<file path="src/rtl/add_32_pkg.sv">
// Shared types and constants for the pipelined 32-bit KGP adder.
package add_32_pkg;

  localparam int unsigned ADD_WIDTH = 32;
  localparam int unsigned ADD_LAT   = 4;
  localparam int unsigned ADD_TAG_W = 4;

  // Carry-state encoding of one KGP pair; resolved pairs are KILL or GEN only.
  localparam logic [1:0] KGP_KILL = 2'b00;
  localparam logic [1:0] KGP_PROP = 2'b10;
  localparam logic [1:0] KGP_GEN  = 2'b11;

  // One completed addition as it sits in the write-back FIFO.
  typedef struct packed {
    logic [ADD_WIDTH-1:0] sum;
    logic                 cout;
    logic [ADD_TAG_W-1:0] tag;
  } add_result_t;

endpackage

</file>
<file path="src/rtl/add_32_result_fifo.sv">
// Circular result FIFO with occupancy count, shared by the write-back paths.
module add_32_result_fifo
  import add_32_pkg::*;
#(
  parameter int unsigned DEPTH = 4,
  parameter type         rec_t = add_result_t
) (
  input  logic                       clk,
  input  logic                       reset,
  input  logic                       push,
  input  rec_t                       push_data,
  input  logic                       pop,
  output rec_t                       head,
  output logic                       valid,
  output logic [$clog2(DEPTH+1)-1:0] count
);
  localparam int unsigned PTR_W = (DEPTH > 1) ? $clog2(DEPTH) : 1;
  localparam int unsigned CNT_W = $clog2(DEPTH + 1);

  rec_t             mem [DEPTH];
  logic [PTR_W-1:0] rd_ptr;
  logic [PTR_W-1:0] wr_ptr;
  logic             full;
  logic             do_pop;
  logic             do_push;

  // Pop needs a valid head; a push at full is legal only into the slot a pop frees.
  always_comb begin
    full    = (count == CNT_W'(DEPTH));
    do_pop  = pop && (count != '0);
    do_push = push && (!full || do_pop);
  end

  // Storage; cleared on reset so the head outputs read zero afterwards.
  always_ff @(posedge clk or negedge reset) begin
    if (!reset) begin
      for (int i = 0; i < int'(DEPTH); i++) mem[i] <= '0;
    end else if (do_push) begin
      mem[wr_ptr] <= push_data;
    end
  end

  // Pointers wrap modulo DEPTH; count tracks push/pop balance.
  always_ff @(posedge clk or negedge reset) begin
    if (!reset) begin
      rd_ptr <= '0;
      wr_ptr <= '0;
      count  <= '0;
    end else begin
      if (do_push) wr_ptr <= (wr_ptr == PTR_W'(DEPTH - 1)) ? '0 : wr_ptr + PTR_W'(1);
      if (do_pop)  rd_ptr <= (rd_ptr == PTR_W'(DEPTH - 1)) ? '0 : rd_ptr + PTR_W'(1);
      case ({do_push, do_pop})
        2'b10:   count <= count + CNT_W'(1);
        2'b01:   count <= count - CNT_W'(1);
        default: count <= count;
      endcase
    end
  end

  // Head comes straight from storage, so it holds while the consumer stalls.
  always_comb begin
    head  = mem[rd_ptr];
    valid = (count != '0);
  end

`ifndef SYNTHESIS
  // The credit scheme upstream must never let a push land on a full FIFO.
  always_ff @(posedge clk) begin
    if (reset) begin
      assert (!(push && full && !pop))
        else $error("result fifo overflow: push while full");
    end
  end
`endif

endmodule

</file>
<file path="src/rtl/add_32_sum_stage.sv">
// Final adder stage: aligns propagate bits with resolved carries, forms sum/cout, buffers results.
module add_32_sum_stage
  import add_32_pkg::*;
#(
  parameter int unsigned WIDTH = ADD_WIDTH,
  parameter int unsigned LAT   = ADD_LAT,
  parameter int unsigned DEPTH = 4,
  parameter int unsigned TAG_W = ADD_TAG_W
) (
  input  logic               clk,
  input  logic               reset,
  input  logic               issue_valid,
  output logic               issue_ready,
  input  logic [WIDTH-1:0]   issue_p,
  input  logic [TAG_W-1:0]   issue_tag,
  input  logic [2*WIDTH-1:0] kgp_res,
  output logic               out_valid,
  input  logic               out_ready,
  output logic [WIDTH-1:0]   out_sum,
  output logic               out_cout,
  output logic [TAG_W-1:0]   out_tag
);
  localparam int unsigned INF_W = $clog2(LAT + 1);
  localparam int unsigned CNT_W = $clog2(DEPTH + 1);
  localparam int unsigned CRD_W = $clog2(DEPTH + LAT + 1);

  typedef struct packed {
    logic             valid;
    logic [WIDTH-1:0] p;
    logic [TAG_W-1:0] tag;
  } stage_t;

  stage_t             line_q [LAT];
  logic [INF_W-1:0]   inflight;
  logic [CNT_W-1:0]   fifo_count;
  logic               accepted;
  logic [WIDTH-1:0]   carry;
  logic [WIDTH-1:0]   kgp_bad;
  add_result_t        arrive_rec;
  add_result_t        head_rec;

  // Credit: everything already buffered or still in the prefix pipeline must fit.
  always_comb begin
    inflight = '0;
    for (int i = 0; i < int'(LAT); i++) inflight = inflight + INF_W'(line_q[i].valid);
    issue_ready = (CRD_W'(fifo_count) + CRD_W'(inflight)) < CRD_W'(DEPTH);
    accepted    = issue_valid && issue_ready;
  end

  // Delay line shifts unconditionally, matching the non-stallable prefix pipeline.
  always_ff @(posedge clk or negedge reset) begin
    if (!reset) begin
      for (int i = 0; i < int'(LAT); i++) line_q[i] <= '0;
    end else begin
      line_q[0] <= {accepted, issue_p, issue_tag};
      for (int i = 1; i < int'(LAT); i++) line_q[i] <= line_q[i-1];
    end
  end

  // Resolved carry out of bit i is the high bit of pair i; flag any unresolved pair.
  always_comb begin
    carry   = '0;
    kgp_bad = '0;
    for (int i = 0; i < int'(WIDTH); i++) begin
      carry[i]   = kgp_res[2*i+1];
      kgp_bad[i] = !((kgp_res[2*i +: 2] == KGP_KILL) || (kgp_res[2*i +: 2] == KGP_GEN));
    end
  end

  // Sum for the arriving entry; carry-in to bit 0 is already folded into pair 0.
  always_comb begin
    arrive_rec      = '0;
    arrive_rec.sum  = line_q[LAT-1].p ^ {carry[WIDTH-2:0], 1'b0};
    arrive_rec.cout = carry[WIDTH-1];
    arrive_rec.tag  = line_q[LAT-1].tag;
  end

  add_32_result_fifo #(
    .DEPTH (DEPTH),
    .rec_t (add_result_t)
  ) u_fifo (
    .clk       (clk),
    .reset     (reset),
    .push      (line_q[LAT-1].valid),
    .push_data (arrive_rec),
    .pop       (out_ready),
    .head      (head_rec),
    .valid     (out_valid),
    .count     (fifo_count)
  );

  // Head record fields onto the output ports.
  always_comb begin
    out_sum  = head_rec.sum;
    out_cout = head_rec.cout;
    out_tag  = head_rec.tag;
  end

`ifndef SYNTHESIS
  // Carries reaching this stage must be fully resolved (KILL or GEN).
  always_ff @(posedge clk) begin
    if (reset) begin
      assert (kgp_bad == '0)
        else $error("unresolved KGP pair on kgp_res: %h", kgp_res);
    end
  end
`endif

endmodule
</file>
<file path="config.mk">
export PLATFORM = sky130hd
export DESIGN_NAME = add_32_sum_stage
export DESIGN_NICKNAME = d
export VERILOG_FILES = /design/src/rtl/add_32_pkg.sv /design/src/rtl/add_32_result_fifo.sv /design/src/rtl/add_32_sum_stage.sv
export SDC_FILE = /design/constraint.sdc
export NUM_CORES = 1
export LEC_CHECK = 0
export CORE_AREA = 4 4 214 216
export DETAILED_ROUTE_END_ITERATION = 16
export DIE_AREA = 0 0 218 220
export GPL_TIMING_DRIVEN = 0
export HOLD_SLACK_MARGIN = 0.1
export SLEW_MARGIN = 15
export SYNTH_ARGS = -nofsm -noshare
export SYNTH_HDL_FRONTEND = slang
export SYNTH_SLANG_ARGS = --single-unit
export TNS_END_PERCENT = 1
</file>
<file path="constraint.sdc">
create_clock -name clk -period 2.6 [get_ports clk]
set_input_delay 0.26 -clock clk [delete_from_list [all_inputs] [get_ports clk]]
set_output_delay 0.26 -clock clk [all_outputs]
set_load 0.02 [all_outputs]
</file>
==> results.sh <==
export IMPL_initial_utilization=0.248
export IMPL_worstPathMaxFanout=6
export IMPL_worst_slew_pin_transition_ns=0.758
export IMPL_met1_track_usage_gr=0.121
export IMPL_finalWorstSetupSlack_ns=-0.000394
export IMPL_routed_via_count=5277
export IMPL_critPathArrivalTime_ns=2.34
export IMPL_grt_start_max_net_pins=106
export IMPL_min_period_over_period=1.00
export IMPL_detail_route_wirelength_mm=21.9
export IMPL_timing_hold_worst_endpoint="line_q[111]"
export IMPL_report_power_total_mw=18.2
export IMPL_placementRows=77
export IMPL_placeableCoreArea_mm2=0.0439
export IMPL_gr_total_overflow=0
export IMPL_min_delay_path_depth=1
export IMPL_synthCells=581
export IMPL_finalSetupViolations=1
export IMPL_antennaDiodeCount=0
export IMPL_crit_chain="fa_1 > ha_1 > a21o_1 > a211oi_2 > buf_4"
export IMPL_place_port_buffers=110
export IMPL_critPathMaxStageDelay_ns=0.45
export IMPL_outcome="finished, violations left"
export IMPL_violations="setup timing"
export IMPL_rr_startpoint="u_fifo.count[0]"
export IMPL_worst_r2r_cell_count=8
export IMPL_grt_met2_usage=0.153
export IMPL_setup_reg_to_reg_worst_slack_ns=0.32
export IMPL_final_antenna_net_count=0
export IMPL_final_nets=848
export IMPL_report_final_slew_viol_count=0
export IMPL_htreeDepth=2
export IMPL_die_w_um=218
export IMPL_number_of_global_route_vias_before_repair=5984
export IMPL_preCtsSetupSlack_ns=-0.139
export IMPL_route_detailed_drc=0
export IMPL_layout_cells_most_common_list="301 x dfrtp_1, 152 x mux2_2, 82 x clkdlybuf4s50_1, 37 x mux4_2, 37 x clkbuf_16"
export IMPL_mostFrequentLayoutCell="dfrtp_1"
export IMPL_ioPinCount=143
export IMPL_clk_latency_ns=0.53
export IMPL_total_negative_slack_for_setup_checks_ns=-0.000394
export IMPL_timing_critical_path_required_ns=2.34
export IMPL_fmax_mhz=385
export IMPL_drive_gt1_frac=0.375
export IMPL_syn_cell_area_mm2=0.0109
export IMPL_final_report_hold_violation_count=0
export IMPL_worst_hold_path_type="in2reg"
export IMPL_holdCritStartpoint="issue_tag[0]"
export IMPL_die_h_um=220
export IMPL_timing_critical_path_from_type="register"
export IMPL_crit_type="reg2out"
export IMPL_grtUsageTotal=0.0951
export IMPL_cts_reportedPaths_clkPinSlew_ns=0.06
export IMPL_tritoncts_num_sinks=303
export IMPL_finalWeightedCongestion=0.670
export IMPL_skew_ns=0.0113
export IMPL_finalCriticalPeriod_ns=2.60
export IMPL_critical_path_top_delay_family="adder cells"
export IMPL_irDropWorstVdd_mv=0.548
export IMPL_number_of_buffers_created_by_cts=37
export IMPL_met3_usage=0.0335
export IMPL_wl_per_cell_um=16.2
export IMPL_rsz_0062_raised_after_global_routing="yes"
export IMPL_cts_tree="yes"
export IMPL_yosys_cell_types_count=21
export IMPL_dr_first_iter_drc_count=167
export IMPL_timing_rr_end="u_fifo.count[2]"
export IMPL_cts_path_max_buffers=3
export IMPL_synthToLayoutAreaGrowth_pct=30.7
export IMPL_synthesis_area_per_instance_um2=18.7
export IMPL_clk_root_buffer_cell="clkbuf_16"
export IMPL_initial_antenna_violation_count=1
export IMPL_maxSlewHeadroom=0.494
export IMPL_final_fill_count=4274
export IMPL_timing_critical_path_to_type="output port"
export IMPL_synth_warning_count=0
export IMPL_grt_pass1_wl_mm=34.6
export IMPL_crit_slowest_cell="dfrtp_2"
export IMPL_gr_max_usage_layer="met2"
export IMPL_dieArea_mm2=0.0480
export IMPL_share_of_the_yosys_chip_area_belonging_to_registers=0.697
export IMPL_routed_via_density=3.90
export IMPL_synth_nets=695
export IMPL_power_leakage_nw=6.03
export IMPL_maximum_capacitance_violations=0
export IMPL_dp_hpwl_mm=13.7
export IMPL_worst_path_buf_inv=1
export IMPL_power_density_mw_per_mm2=1280
export IMPL_yosys_register_bits=303
export IMPL_dr_pass1_iters=4
## area by class of cell
class                   instances  area, um2  area share
plain buffers                  20        235      0.0165
clock buffers                  42        975      0.0685
clock inverters                23        347      0.0244
inverters                       6       22.5     0.00158
multi-input cells             252       3110       0.219
flip-flops and latches        303       7580       0.533
well taps                     592        741      0.0521
repair buffers                114       1210      0.0852
## per-stage QoR
step           cell area [um2]  cells  hold slack [ns]   util
3_3_place_gp             12700   1283            0.332  0.290
5_1_grt                  14200   1352            0.122  0.324
3_5_place_dp             12800   1286            0.163  0.292
6_report                 14200   1352            0.173  0.324
2_1_floorplan            10900    581          -0.0356      -
4_1_cts                  14200   1352            0.128  0.322
## synthesized netlist by cell type
| library cell | n | area share |
|---|---|---|
| nor2_2 | 4 | 0.0023 |
| ha_1 | 8 | 0.0092 |
| dfrtp_1 | 303 | 0.70 |
| and2_1 | 1 | 0.00058 |
| inv_1 | 6 | 0.0021 |
| nor2_1 | 3 | 0.0010 |
| xnor2_1 | 1 | 0.00080 |
| a21o_1 | 1 | 0.00069 |
| xor2_1 | 33 | 0.027 |
| buf_2 | 6 | 0.0028 |
| a211oi_1 | 1 | 0.00069 |
| clkbuf_1 | 2 | 0.00069 |
| mux4_2 | 37 | 0.077 |
| mux2_2 | 152 | 0.16 |
| buf_6 | 12 | 0.012 |
| or3_1 | 1 | 0.00058 |
| nand2_1 | 5 | 0.0017 |
| nor4b_4 | 1 | 0.0022 |
| mux2i_1 | 1 | 0.00092 |
| nand2b_1 | 1 | 0.00058 |
| fa_1 | 2 | 0.0037 |
## state kept, by name, indices dropped and copies added (netlist names)
register / cells
arrive_rec: 4
line_q: 144
u_fifo.count: 3
u_fifo.mem: 148
u_fifo.rd_ptr: 2
u_fifo.wr_ptr: 2
## timing repair
item                                   in CTS  in global routing
resized for setup                          33                 21
buffers inserted                            0                  0
setup endpoints to repair                  38                 33
hold buffers                                1                  0
endpoints found under the hold margin     105                  0
pin swaps                                   1                  0
## logic make-up after synthesis
logic type / share of synthesized area
DFF: 0.697
muxes: 0.235
xor gates and xnor gates: 0.0274
buffers and inverters: 0.0179
and+or+nand+nor: 0.00897
adders and majority gates: 0.0129
AOI/OAI and AO/OA: 0.00138
## power by group
part | switching (mW) | internal (mW) | leakage [nW]
Sequential | 0.674 | 6.11 | 3.54
Clock | 2.01 | 3.51 | 0.646
Combinational | 2.63 | 3.28 | 1.84
Total | 5.31 | 12.9 | 6.03
## metal layers
metal / routed length [um] / vias up
li1: - / 2368
met1: 9560 / 2756
met2: 10600 / 106
met3: 1230 / 45
met4: 560 / 2
met5: 13 / -
## how the worst max path moves through the flow
stage | startpoint | endpoint | cells after the start
after floorplan | line_q[73] | line_q[147] | 5
after global placement | reset | u_fifo.mem[131] | 1
after detailed placement | line_q[36] | issue_ready | 5
after CTS | u_fifo.rd_ptr[0] | out_sum[17] | 3
after global routing | line_q[36] | issue_ready | 5
final | line_q[36] | issue_ready | 5
No activity file was read; power rests on OpenSTA's default activity.
